==> src/rtl/reg_wb_arbiter_pkg.sv <==
// reg_wb_arbiter_pkg: shared bus widths, writeback arbiter FSM encoding and defaults
package reg_wb_arbiter_pkg;
  localparam int REG_ADDR_BUS = 5;
  localparam int DATA_BUS = 32;
  localparam int NUM_REGS = 1 << REG_ADDR_BUS;
  localparam int STARVE_MAX_DEF = 4;
  typedef enum logic {WB_NORMAL = 1'b0, WB_FORCE = 1'b1} wb_state_e;
endpackage

==> src/rtl/reg_wb_arbiter_scoreboard.sv <==
// reg_scoreboard: busy vector of pending long-latency writes and RAW/WAW hazard detect
//   clr_en/clr_addr : lu handshake clears the destination bit
//   set_en/set_addr : long-latency issue sets the destination bit (r0 never set)
//   rd_*/dst_*      : decode operands compared against the busy vector
//   busy_vec, hazard_stall : current scoreboard and decode stall
module reg_scoreboard
  import reg_wb_arbiter_pkg::*;
(
  input  logic                    clk,
  input  logic                    rst,
  input  logic                    clr_en,
  input  logic [REG_ADDR_BUS-1:0] clr_addr,
  input  logic                    set_en,
  input  logic [REG_ADDR_BUS-1:0] set_addr,
  input  logic                    rd_en_1,
  input  logic [REG_ADDR_BUS-1:0] rd_addr_1,
  input  logic                    rd_en_2,
  input  logic [REG_ADDR_BUS-1:0] rd_addr_2,
  input  logic                    dst_en,
  input  logic [REG_ADDR_BUS-1:0] dst_addr,
  output logic [NUM_REGS-1:0]     busy_vec,
  output logic                    hazard_stall
);
  logic [NUM_REGS-1:0] busy_q, busy_d;
  // set is applied after clear so a same-cycle reissue keeps the register busy
  always_comb begin
    busy_d = busy_q;
    if (clr_en) busy_d[clr_addr] = 1'b0;
    if (set_en && set_addr != '0) busy_d[set_addr] = 1'b1;
  end
  always_ff @(posedge clk) busy_q <= rst ? '0 : busy_d;
  assign busy_vec = busy_q;
  assign hazard_stall = (rd_en_1 && busy_q[rd_addr_1]) || (rd_en_2 && busy_q[rd_addr_2]) ||
                        (dst_en && busy_q[dst_addr]);
endmodule

==> src/rtl/reg_wb_arbiter.sv <==
// reg_wb_arbiter: shares the register-file write port between pipeline WB and a long-latency unit
//   pipe_*        : pipeline writeback, fixed priority, frozen by pipe_hold
//   lu_*          : long-latency result, valid/ready handshake
//   issue_*       : long-latency issue marks its destination busy
//   rd_*/dst_*    : decode operands, hazard_stall when any hits a busy register
//   rf_write_*    : registered write port, one cycle after the granted request
//   WB_STARVE_GUARD_EN : when defined, forces one lu slot after STARVE_MAX lost cycles
module reg_wb_arbiter
  import reg_wb_arbiter_pkg::*;
#(
  parameter int STARVE_MAX = STARVE_MAX_DEF,
  parameter int CNT_W = 3
) (
  input  logic                    clk,
  input  logic                    rst,
  input  logic                    pipe_wen,
  input  logic [REG_ADDR_BUS-1:0] pipe_waddr,
  input  logic [DATA_BUS-1:0]     pipe_wdata,
  output logic                    pipe_hold,
  input  logic                    lu_valid,
  output logic                    lu_ready,
  input  logic [REG_ADDR_BUS-1:0] lu_waddr,
  input  logic [DATA_BUS-1:0]     lu_wdata,
  input  logic                    issue_en,
  input  logic [REG_ADDR_BUS-1:0] issue_addr,
  input  logic                    rd_en_1,
  input  logic                    rd_en_2,
  input  logic [REG_ADDR_BUS-1:0] rd_addr_1,
  input  logic [REG_ADDR_BUS-1:0] rd_addr_2,
  input  logic                    dst_en,
  input  logic [REG_ADDR_BUS-1:0] dst_addr,
  output logic                    hazard_stall,
  output logic [NUM_REGS-1:0]     busy_vec,
  output logic                    rf_write_en,
  output logic [REG_ADDR_BUS-1:0] rf_write_addr,
  output logic [DATA_BUS-1:0]     rf_write_data
);
  if (2 ** CNT_W <= STARVE_MAX) begin : g_cnt_w_check
    $error("CNT_W too narrow for STARVE_MAX");
  end
  logic lu_hs, pipe_sel;
  logic rf_write_en_q, rf_write_en_d;
  logic [REG_ADDR_BUS-1:0] rf_write_addr_q, rf_write_addr_d;
  logic [DATA_BUS-1:0] rf_write_data_q, rf_write_data_d;
  assign lu_hs = lu_valid && lu_ready;
  assign pipe_sel = pipe_wen && !pipe_hold;
`ifdef WB_STARVE_GUARD_EN
  wb_state_e state_q, state_d;
  logic [CNT_W-1:0] cnt_q, cnt_d;
  // FORCE is entered on the edge where the counter reaches STARVE_MAX, so the
  // forced slot is the cycle right after the STARVE_MAX-th lost cycle
  always_comb begin
    lu_ready = state_q == WB_FORCE || !pipe_wen;
    pipe_hold = state_q == WB_FORCE && pipe_wen;
    cnt_d = (state_q == WB_FORCE || lu_hs) ? '0 :
            (lu_valid && !lu_ready && cnt_q != CNT_W'(STARVE_MAX)) ? cnt_q + 1'b1 : cnt_q;
    state_d = (state_q == WB_NORMAL && cnt_d == CNT_W'(STARVE_MAX)) ? WB_FORCE : WB_NORMAL;
  end
  always_ff @(posedge clk) begin
    state_q <= rst ? WB_NORMAL : state_d;
    cnt_q <= rst ? '0 : cnt_d;
  end
`else
  assign lu_ready = !pipe_wen;
  assign pipe_hold = 1'b0;
`endif
  always_comb begin
    rf_write_en_d = pipe_sel || lu_hs;
    rf_write_addr_d = pipe_sel ? pipe_waddr : lu_hs ? lu_waddr : rf_write_addr_q;
    rf_write_data_d = pipe_sel ? pipe_wdata : lu_hs ? lu_wdata : rf_write_data_q;
  end
  always_ff @(posedge clk) begin
    rf_write_en_q <= rst ? 1'b0 : rf_write_en_d;
    rf_write_addr_q <= rst ? '0 : rf_write_addr_d;
    rf_write_data_q <= rst ? '0 : rf_write_data_d;
  end
  assign rf_write_en = rf_write_en_q;
  assign rf_write_addr = rf_write_addr_q;
  assign rf_write_data = rf_write_data_q;
  reg_scoreboard u_sb (
    .clk(clk),
    .rst(rst),
    .clr_en(lu_hs),
    .clr_addr(lu_waddr),
    .set_en(issue_en),
    .set_addr(issue_addr),
    .rd_en_1(rd_en_1),
    .rd_addr_1(rd_addr_1),
    .rd_en_2(rd_en_2),
    .rd_addr_2(rd_addr_2),
    .dst_en(dst_en),
    .dst_addr(dst_addr),
    .busy_vec(busy_vec),
    .hazard_stall(hazard_stall)
  );
endmodule

==> config.mk <==
export PLATFORM = sky130hd
export DESIGN_NAME = reg_wb_arbiter
export DESIGN_NICKNAME = d
export VERILOG_FILES = /design/src/rtl/reg_wb_arbiter_pkg.sv /design/src/rtl/reg_wb_arbiter_scoreboard.sv /design/src/rtl/reg_wb_arbiter.sv
export SDC_FILE = /design/constraint.sdc
export NUM_CORES = 1
export LEC_CHECK = 0
export BUFFER_PORTS_ARGS = -buffer_cell sky130_fd_sc_hd__buf_2
export CAP_MARGIN = 40
export CORE_UTILIZATION = 51
export CTS_CLUSTER_SIZE = 24
export DETAILED_ROUTE_END_ITERATION = 12
export GPL_TIMING_DRIVEN = 0
export PLACE_DENSITY = 0.9
export SLEW_MARGIN = 25
export SYNTH_ARGS = -nofsm -noshare
export SYNTH_HDL_FRONTEND = slang
export SYNTH_HIERARCHICAL = 1
export SYNTH_SLANG_ARGS = --single-unit
==> constraint.sdc <==
create_clock -name clk -period 6.35 [get_ports clk]
set_clock_uncertainty 0.2 [all_clocks]
set_input_delay 0.635 -clock clk [delete_from_list [all_inputs] [get_ports clk]]
set_output_delay 0.635 -clock clk [all_outputs]
set_load 0.02 [all_outputs]
# Word level (Yosys, flattened, before mapping)
# Cells that the tools add are included.
# totals
regBits,70
input_bits,102
output_inout_bits,73
word_cells,43
# op_classes
magnitude_cmp,7
muxes,16
bitwise_logic,3
n_reduce_logical,13
# op_table
op,n
$mux W32,4
$and A32 B32 Y32,1
$not A32 Y32,1
$or A32 B32 Y32,1
$lt A5 B6 Y1 const B,5
$bmux W1 S5,3
$demux W1 S5,2
$ge A5 B1 Y1 const B,2
$mux W5,2
$logic_and A1 B1 Y1,7
$mux W1,5
$reduce_bool A5 Y1,1
$logic_or A1 B1 Y1,3
$reduce_bool A2 Y1,1
$logic_not A1 Y1,1

# Depth between registers and ports, before layout
# Gate-level depths: netlist of the first run.
# depth
depth_word,9
depth_mapped,8
mapped_depth_nobuf,5

# Modules after synthesis
# Netlist of the first run, hierarchy kept.
# by_module_without_submodules
module,instances,cells_each,area_each_um2,seq_area_each_um2
reg_scoreboard,1,216,2040.7,640.6
reg_wb_arbiter,1,172,1781.7,760.7

# Worst setup path after synthesis of the first run
# OpenSTA, ideal clock, no wires.
# synth_timing
path_kind,input port to output port
startpoint,input rd_addr_1[0]
endpoint,output hazard_stall
arrival_time_ns,2.345
required_ns,5.515
setup_slack_ns,3.170
stages,6
path_buffers,1
cell_sequence,clkbuf_1 > mux4_2 > mux4_2 > o21a_1 > o21ai_1 > nand3_1
# synth_via
elab_chain_len,5
# synth_lines
element,line_no,text
from (decl),reg_wb_arbiter.sv:28,"input logic [REG_ADDR_BUS-1:0] rd_addr_1,"
$bmux W1 S5,reg_wb_arbiter_scoreboard.sv:33,assign hazard_stall = (rd_en_1 && busy_q[rd_addr_1]) || (rd_en_2 && busy_q[rd_addr_2]) ||
$mux W1 (implied by the code),reg_wb_arbiter_scoreboard.sv:33,
$logic_and A1 B1 Y1,reg_wb_arbiter_scoreboard.sv:33,
$logic_or A1 B1 Y1 (2 in a row),reg_wb_arbiter_scoreboard.sv:33,
to (decl),reg_wb_arbiter.sv:32,"output logic hazard_stall,"
# No other way between the ends. The select of a mux whose other input is x is not followed.

# Worst setup path in the final report of the first run
# Same ends and word-level chain as after synthesis.

==> results of run 1 <==
==> path summary, 6_finish.rpt <==
| kind | from | cells after the start | to | slack, ns |
|---|---|---|---|---|
| worst min register to register | u_sb/busy_vec[7] | 2 | u_sb/busy_vec[7] | 0.34 |
| worst min-delay path | u_sb/busy_vec[7] | 2 | u_sb/busy_vec[7] | 0.34 |
| worst max-delay path | rd_addr_1[0] | 7 | hazard_stall | 2.89 |
| worst max register to register | u_sb/busy_vec[16] | 2 | u_sb/busy_vec[16] | 5.32 |
==> state kept, by name (all words and copies together) (netlist names) <==
signal	cells
rf_write_addr	5
rf_write_en	1
u_sb/busy_vec	32
rf_write_data	32
==> layout make-up <==
cell class | count | share of cell area [%]
multi-input cells | 287 | 45.27
flip-flops and latches | 70 | 28.23
repair buffers | 167 | 16.84
plain buffers | 29 | 3.353
clock buffers | 10 | 2.773
well taps | 99 | 2.496
clock inverters | 6 | 0.8823
inverters | 2 | 0.1512
==> worst max-delay path, delay by kind of cell <==
| family | cells | cell delay [ns] |
|---|---|---|
| AOI/OAI and AO/OA | 2 | 0.26 |
| buffers and inverters | 2 | 0.58 |
| muxes | 2 | 1.07 |
| and+or+nand+nor | 1 | 0.08 |
==> layer usage <==
layer / wire length [um] / vias up / GRT usage, %
met5: 0 / - / 0
li1: - / 1800 / -
met1: 4109 / 1860 / 32.94
met3: 1119 / 59 / 6.343
met4: 533 / 0 / 17.01
met2: 6009 / 283 / 52.73
==> placed cells by master, fill, tap and decap left out, types with 3 or more instances in the layout <==
cell,instances
nor2b_1,40
mux2i_1,39
nand2_1,38
a21oi_1,32
clkbuf_1,13
a211oi_1,37
o21ai_0,33
clkbuf_8,10
mux4_2,27
buf_4,4
nor2_1,11
buf_2,175
nor3b_1,5
dfxtp_1,70
nand3b_1,5
a22oi_1,4
nand3_1,3
==> cells by family after synthesis <==
logic type,after synthesis,share of synthesized area (%)
AOI/OAI and AO/OA,109,17.09
buffers and inverters,31,4.550
DFF,70,36.66
muxes,67,26.42
other,1,0.09811
and+or+nand+nor,110,15.19
==> metrics by stage <==
stage | utilization, % | cell area, um^2 | hold WS (ns)
final | 68.43 | 4964 | 0.3396
after global routing | 68.43 | 4964 | 0.3558
after CTS | 68.43 | 4964 | 0.3362
after detailed placement | 65.93 | 4782 | 0.3262
after global placement | 65.86 | 4777 | 0.3048
after floorplan | - | 3822 | 0.3748
==> power by group through the flow <==
stage	Combinational [mW]	Clock [mW]	Sequential, mW
final	0.192	0.330	0.473
after global routing	0.207	0.357	0.475
after CTS	0.191	0.333	0.472
after detailed placement	0.191	0	0.482
after global placement	0.184	0	0.481
after floorplan	0.0872	0	0.506
==> results.sh, run 1 <==
export IMPL_outcome="finished clean"
export IMPL_switching_share_pct=29.88
export IMPL_stdcell_count=670
export IMPL_drt_wl_total_mm=11.77
export IMPL_gp_congestion=0.9240
export IMPL_die_x_um=88.58
export IMPL_drc=0
export IMPL_clockRootBuffer="clkbuf_8"
export IMPL_fmax_mhz=289.1
export IMPL_maxCapViolCount=0
export IMPL_power_switching_uw=297.1
export IMPL_netlist_area_leader_share_pct=36.66
export IMPL_rsz0062_at_grt="no"
export IMPL_pre_cts_ws_ns=2.914
export IMPL_critPathMostFrequentCell="mux4_2"
export IMPL_setup_tns_ns=0
export IMPL_synthToLayoutAreaGrowth_pct=29.85
export IMPL_ctsHoldBuffers=0
export IMPL_syn_inst=388
export IMPL_antenna_found_initial=0
export IMPL_cts_clk_slew_worst_paths_ns=0.07
export IMPL_final_period_utilization_pct=54.48
export IMPL_grt_pass1_vias=3852
export IMPL_crit_fanout=7
export IMPL_grt_max_degree=14
export IMPL_yosysWarnings=6
export IMPL_fillers=559
export IMPL_critical_path_slowest_cell="mux4_2"
export IMPL_synth_edf_count=0
export IMPL_cp_start_kind="primary input"
export IMPL_viasPerCell=5.973
export IMPL_peakVddDrop_v=0.0001598
export IMPL_powerDensity_mw_per_mm2=200.3
export IMPL_core_area_mm2=0.007253
export IMPL_post_cts_buffers=0
export IMPL_ant_nets=0
export IMPL_internal_power_uw=697.2
export IMPL_arrival_ns=2.62
export IMPL_synth_top_flop_cell="dfxtp_1"
export IMPL_synth_area_leader_cell="dfxtp_1"
export IMPL_clockBufferDepth=2
export IMPL_drtIter0Drc=438
export IMPL_nets=668
export IMPL_dieHeight_um=88.58
export IMPL_dieArea_mm2=0.007846
export IMPL_drive_above_1_share_pct=39.93
export IMPL_power_clock_fraction_pct=33.1
export IMPL_synth_area_per_cell_um2=9.852
export IMPL_worst_slack_ns=2.891
export IMPL_hold_viol_final=0
export IMPL_timing_slew_headroom_pct=54.85
export IMPL_rows=31
export IMPL_cpPeakStageDelay_ns=0.59
export IMPL_path_cells="clkbuf_1, mux4_2, mux4_2, o21a_1, o21ai_1, nand3_1, buf_2"
export IMPL_multi_input_area_mm2=0.002247
export IMPL_track_usage_pct=29.74
export IMPL_cts_tree="built"
export IMPL_path_class="primary input to output pin"
export IMPL_wl_per_cell_um=17.57
export IMPL_min_period_ns=3.459
export IMPL_synth_cell_types=31
export IMPL_regArea_mm2=0.001401
export IMPL_drtPass1Iterations=5
export IMPL_dpl_hpwl_mm=9.016
export IMPL_dp_cells=654
export IMPL_async_reset_ff_share_pct=0
export IMPL_yosys_register_bits=70
export IMPL_grt_pass1_wl_mm=17.80
export IMPL_seq_area_frac_synth_pct=36.66
export IMPL_portBuffers=166
export IMPL_power_leakage_nw=2.201
export IMPL_cts_num_sinks=70
export IMPL_syn_num_nets=490
export IMPL_antenna_cells=0
export IMPL_io_pins=175
export IMPL_endpoint_kind="output pin"
export IMPL_gr_total_overflow=0
export IMPL_hp_class="flip-flop to flip-flop"
export IMPL_setup_viol=0
export IMPL_slew_violations=0
export IMPL_pwr_share_comb_pct=19.3
export IMPL_tightest_slew_ns=0.6748
export IMPL_htree_levels=3
export IMPL_synth_common_cells="dfxtp_1 (70), nor2b_1 (40), mux2i_1 (39)"
export IMPL_crit_required_ns=5.51
export IMPL_cts_resized_gates=0
export IMPL_synthTopCellsByArea="dfxtp_1 (37%), mux4_2 (16%), mux2i_1 (10%)"
export IMPL_initial_core_util_pct=52.70
export IMPL_power_uw=994.4
export IMPL_pwr_share_seq_pct=47.5
export IMPL_cts_made_buffers=9
export IMPL_num_vias=4002
export IMPL_yosysMostFrequentCell="dfxtp_1"
export IMPL_clk_insertion_delay_late_ns=0.33
export IMPL_syn_area_mm2=0.003822
Power figures use the tool's default switching activity.
==> run 2: changes to the inputs <==
CORE_UTILIZATION = 43   (was 51)
PLACE_DENSITY = 0.81   (was 0.9)
clock period = 3.05 ns   (was 6.35 ns; I/O delays follow)
==> results.sh, run 2 (synthesis gave the netlist of run 1 again) <==
export IMPL_powerDensity_mw_per_mm2=455.2
export IMPL_worst_slack_ns=0.3103
export IMPL_setup_viol=0
export IMPL_clockRootBuffer="clkbuf_8"
export IMPL_tightest_slew_ns=0.6558
export IMPL_pre_cts_ws_ns=0.3012
export IMPL_power_leakage_nw=2.220
export IMPL_drive_above_1_share_pct=39.75
export IMPL_r2r_slack_ns=2.05
export IMPL_htree_levels=3
export IMPL_initial_core_util_pct=44.05
export IMPL_io_pins=175
export IMPL_layout_commonest_cell="buf_2"
export IMPL_fin_area_mm2=0.005031
export IMPL_gp_congestion=0.8749
export IMPL_cts_tree="built"
export IMPL_nets=668
export IMPL_dieArea_mm2=0.009271
export IMPL_track_usage_pct=26.85
export IMPL_antenna_found_initial=0
export IMPL_dpl_hpwl_mm=9.149
export IMPL_portBuffers=166
export IMPL_viasPerCell=5.745
export IMPL_drc=0
export IMPL_dieHeight_um=96.29
export IMPL_crit_fanout=7
export IMPL_rsz0062_at_grt="no"
export IMPL_drtPass1Iterations=5
export IMPL_drt_wl_total_mm=12.16
export IMPL_ant_nets=0
export IMPL_slew_violations=0
export IMPL_stdcell_count=679
export IMPL_die_x_um=96.29
export IMPL_crit_required_ns=2.54
export IMPL_synthToLayoutAreaGrowth_pct=31.62
export IMPL_gr_total_overflow=0
export IMPL_dp_cells=663
export IMPL_cp_start_kind="primary input"
export IMPL_drtIter0Drc=216
export IMPL_fmax_mhz=365.0
export IMPL_hold_viol_final=0
export IMPL_cts_resized_gates=0
export IMPL_wl_per_cell_um=17.91
export IMPL_setup_tns_ns=0
export IMPL_clk_insertion_delay_late_ns=0.34
export IMPL_path_class="primary input to output pin"
export IMPL_peakVddDrop_v=0.0003211
export IMPL_core_area_mm2=0.008678
export IMPL_hp_class="primary input to flip-flop"
export IMPL_ctsHoldBuffers=0
export IMPL_final_cell_mix="buf_2 (175), dfxtp_1 (70), nor2b_1 (40)"
export IMPL_arrival_ns=2.23
export IMPL_place_area_mm2=0.004793
export IMPL_maxCapViolCount=0
export IMPL_timing_slew_headroom_pct=56.12
export IMPL_cts_made_buffers=9
export IMPL_grt_max_degree=13
export IMPL_num_vias=3901
export IMPL_cts_clk_slew_worst_paths_ns=0.07
export IMPL_post_cts_buffers=0
export IMPL_outcome="finished clean"
export IMPL_rows=34
export IMPL_clockBufferDepth=2
export IMPL_min_period_ns=2.740
export IMPL_endpoint_kind="output pin"
export IMPL_grt_pass1_vias=3882
export IMPL_grt_pass1_wl_mm=18.75
export IMPL_antenna_cells=0
export IMPL_fillers=775
export IMPL_power_mw=2.290
export IMPL_final_period_utilization_pct=89.83
export IMPL_cts_num_sinks=70
==> run 2: changes by cell type in the layout (fill, tap and decap cells not counted) <==
| cell | previous run | this run |
|---|---|---|
| bufinv_16 | 0 | 3 |
| inv_6 | 2 | 0 |
| clkbuf_1 | 13 | 14 |
| clkbuf_8 | 10 | 9 |
| clkinv_2 | 2 | 1 |
| clkinv_4 | 1 | 0 |
| clkinvlp_4 | 1 | 2 |
==> run 2: final cells by class <==
cell class / instances / area [um^2] / share of cell area [%]
multi-input combinational: 287 / 2247 / 44.67
sequential: 70 / 1401 / 27.85
timing repair buffer: 167 / 835.8 / 16.61
buffer: 29 / 166.4 / 3.308
tap: 108 / 135.1 / 2.686
clock buffer: 10 / 127.6 / 2.537
clock inverter: 6 / 110.1 / 2.189
inverter: 2 / 7.507 / 0.1492
==> run 2: per-stage QoR <==
stage | hold slack, ns | utilization [%]
after floorplan | 0.1741 | -
after global placement | 0.3121 | 55.18
after detailed placement | 0.3240 | 55.23
after CTS | 0.006799 | 57.97
after global routing | 0.04027 | 57.97
final | 0.03491 | 57.97
==> run 2: layer usage <==
metal | track usage [%] | vias to the layer above | part of all wire [%]
met5 | 0 | - | 0
met4 | 13.43 | 0 | 1.9
met3 | 9.400 | 26 | 11
met2 | 45.27 | 260 | 49
met1 | 29.89 | 1824 | 38
li1 | - | 1791 | -
==> run 2: power breakdown <==
part / internal [mW] / leakage, nW / total (mW) / switching (mW)
registers: 0.957 / 0.575 / 0.983 / 0.0260
clock network: 0.542 / 0.112 / 0.905 / 0.363
logic: 0.173 / 1.53 / 0.402 / 0.229
==> run 2: final timing paths <==
kind | endpoint | start | cells after the start
max reg2reg | u_sb/busy_vec[21] | u_sb/busy_vec[21] | 2
min | u_sb/busy_vec[6] | rst | 2
max | hazard_stall | rd_addr_1[0] | 7
min reg2reg | u_sb/busy_vec[13] | u_sb/busy_vec[13] | 2
==> run 2: critical path, cell delays in order <==
cell and delay (ns):
clkbuf_1 0.40, mux4_2 0.57, mux4_2 0.45, o21a_1 0.18, o21ai_1 0.07, nand3_1 0.09, buf_2 0.16
==> run 3: changes to the inputs <==
MAX_ROUTING_LAYER = met4   (was unset)
clock period = 2.4 ns   (was 3.05 ns; I/O delays follow)
==> results.sh, run 3 (synthesis gave the netlist of run 1 again) <==
export IMPL_drc=0
export IMPL_wl_met1_mm=4.966
export IMPL_cts_made_buffers=9
export IMPL_crit_fanout=2
export IMPL_cts_num_sinks=70
export IMPL_cts_tree="built"
export IMPL_timing_slew_headroom_pct=55.33
export IMPL_dieHeight_um=96.29
export IMPL_viasPerCell=5.767
export IMPL_min_period_ns=2.664
export IMPL_nets=706
export IMPL_grt_pass1_wl_mm=20.40
export IMPL_power_leakage_nw=2.405
export IMPL_final_period_utilization_pct=111.0
export IMPL_fin_area_mm2=0.005420
export IMPL_path_class="flip-flop to output pin"
export IMPL_worstHoldStart="pipe_waddr[0]"
export IMPL_clockBufferDepth=2
export IMPL_pwr_share_comb_pct=20.2
export IMPL_synthToLayoutAreaGrowth_pct=41.80
export IMPL_place_area_mm2=0.004793
export IMPL_peakVddDrop_v=0.0003694
export IMPL_ant_nets=0
export IMPL_gr_total_overflow=0
export IMPL_worst_r2r_endpoint="u_sb/busy_vec[20]"
export IMPL_r2r_slack_ns=1.38
export IMPL_met2WireLength_mm=6.790
export IMPL_violations="negative setup slack"
export IMPL_io_pins=175
export IMPL_r2r_start="u_sb/busy_vec[20]"
export IMPL_worst_slack_ns=-0.2637
export IMPL_routed_top_layer="met4"
export IMPL_die_x_um=96.29
export IMPL_layout_commonest_cell="buf_2"
export IMPL_crit_start="u_sb/busy_vec[21]"
export IMPL_drtIter0Drc=241
export IMPL_antenna_found_initial=0
export IMPL_crit_required_ns=1.96
export IMPL_rsz0062_at_grt="yes"
export IMPL_fmax_mhz=375.4
export IMPL_hp_class="primary input to flip-flop"
export IMPL_dpl_hpwl_mm=9.166
export IMPL_maxCapViolCount=0
export IMPL_endpoint_kind="output pin"
export IMPL_slew_violations=0
export IMPL_critical_path_slowest_cell="mux4_2"
export IMPL_cp_start_kind="flip-flop"
export IMPL_stdcell_count=717
export IMPL_power_switching_uw=790.6
export IMPL_rows=34
export IMPL_cts_clk_slew_worst_paths_ns=0.07
export IMPL_outcome="complete, but fails checks"
export IMPL_met3_length_mm=1.134
export IMPL_hold_viol_final=0
export IMPL_dieArea_mm2=0.009271
export IMPL_gp_congestion=0.8890
export IMPL_core_area_mm2=0.008678
export IMPL_drive_above_1_share_pct=42.69
export IMPL_switching_share_pct=28.32
export IMPL_fillers=702
export IMPL_clockRootBuffer="clkbuf_8"
export IMPL_powerDensity_mw_per_mm2=515.1
export IMPL_critPathMostFrequentCell="mux4_2"
export IMPL_reg2reg_depth=2
export IMPL_cp_endpoint="hazard_stall"
export IMPL_setup_tns_ns=-0.2637
export IMPL_htree_levels=3
export IMPL_grt_max_degree=12
export IMPL_clk_insertion_delay_late_ns=0.35
export IMPL_drtPass1Iterations=5
export IMPL_grt_pass1_vias=4157
export IMPL_power_clock_fraction_pct=35.1
export IMPL_drt_wl_total_mm=13.35
export IMPL_arrival_ns=2.22
export IMPL_initial_core_util_pct=44.05
export IMPL_track_usage_pct=30.33
export IMPL_whs_ns=0.003168
export IMPL_final_cell_mix="buf_2 (174), dfxtp_1 (45), nor2b_1 (40)"
export IMPL_portBuffers=166
export IMPL_dp_cells=663
export IMPL_tightest_slew_ns=0.6686
export IMPL_cpPeakStageDelay_ns=0.49
export IMPL_path_cells="mux4_2, mux4_2, mux2_4, nand2_2, nand3_2, buf_6"
export IMPL_num_vias=4135
export IMPL_antenna_cells=0
export IMPL_internal_power_mw=2.001
export IMPL_setup_viol=1
export IMPL_pwr_share_seq_pct=44.7
export IMPL_wl_per_cell_um=18.61
run 3: stage by stage:
stage	worst slack [ns]	util (%)	power (mW)
after detailed placement	-0.2080	55.23	1.781
after global placement	-0.1772	55.18	1.766
after global routing	-0.3339	62.46	2.895
final	-0.2637	62.46	2.792
after CTS	-0.2416	62.20	2.783
after floorplan	0.01049	-	1.569
run 3: final cells by class:
type	instances	area, um^2	area share, %
Buffer	29	166.4	3.070
Clock buffer	12	155.1	2.862
Clock inverter	4	45.04	0.8310
Inverter	2	7.507	0.1385
Multi-Input combinational cell	287	2258	41.67
Sequential cell	70	1445	26.66
Tap cell	108	135.1	2.493
Timing Repair Buffer	205	1207	22.28
run 3: worst max-delay path, delay by kind of cell, from the launching register on:
kind | cells | cell delay, ns
buf+inv | 1 | 0.14
flops | 1 | 0.36
mux | 3 | 1.24
simple gates | 2 | 0.13
run 3: power groups by stage:
stage                     logic (mW)  registers, mW  clock network, mW
after CTS                      0.553           1.25              0.985
after floorplan                0.231           1.34                  0
final                          0.564           1.25              0.980
after detailed placement       0.507           1.27                  0
after global placement         0.494           1.27                  0
after global routing           0.605           1.25               1.04
run 3: routing by layer:
| layer | global-route usage [%] | vias to the layer above |
|---|---|---|
| li1 | - | 1875 |
| met1 | 31.95 | 1937 |
| met2 | 52.13 | 283 |
| met3 | 7.899 | 40 |
| met4 | 15.67 | 0 |
| met5 | - | - |
run 3: how the worst min path moves through the flow:
| stage | end | slack (ns) | cells after the start |
|---|---|---|---|
| final | rf_write_addr[0] | 0.003 | 3 |
| after global routing | rf_write_addr[0] | 0.01 | 3 |
| after CTS | rf_write_addr[0] | 0.0002 | 3 |
| after detailed placement | u_sb/busy_vec[6] | 0.31 | 2 |
| after global placement | u_sb/busy_vec[1] | 0.31 | 2 |
| after floorplan | u_sb/busy_vec[6] | 0.11 | 1 |
run 3: timing repair:
action                                  in CTS  in global routing
gates cloned                                 0                  0
endpoints found under the hold margin       33                  0
resized for setup                           24                 11
setup buffers                                5                  1
pin swaps                                    1                  0
hold buffers                                32                  0
endpoints found under the setup margin       1                  1
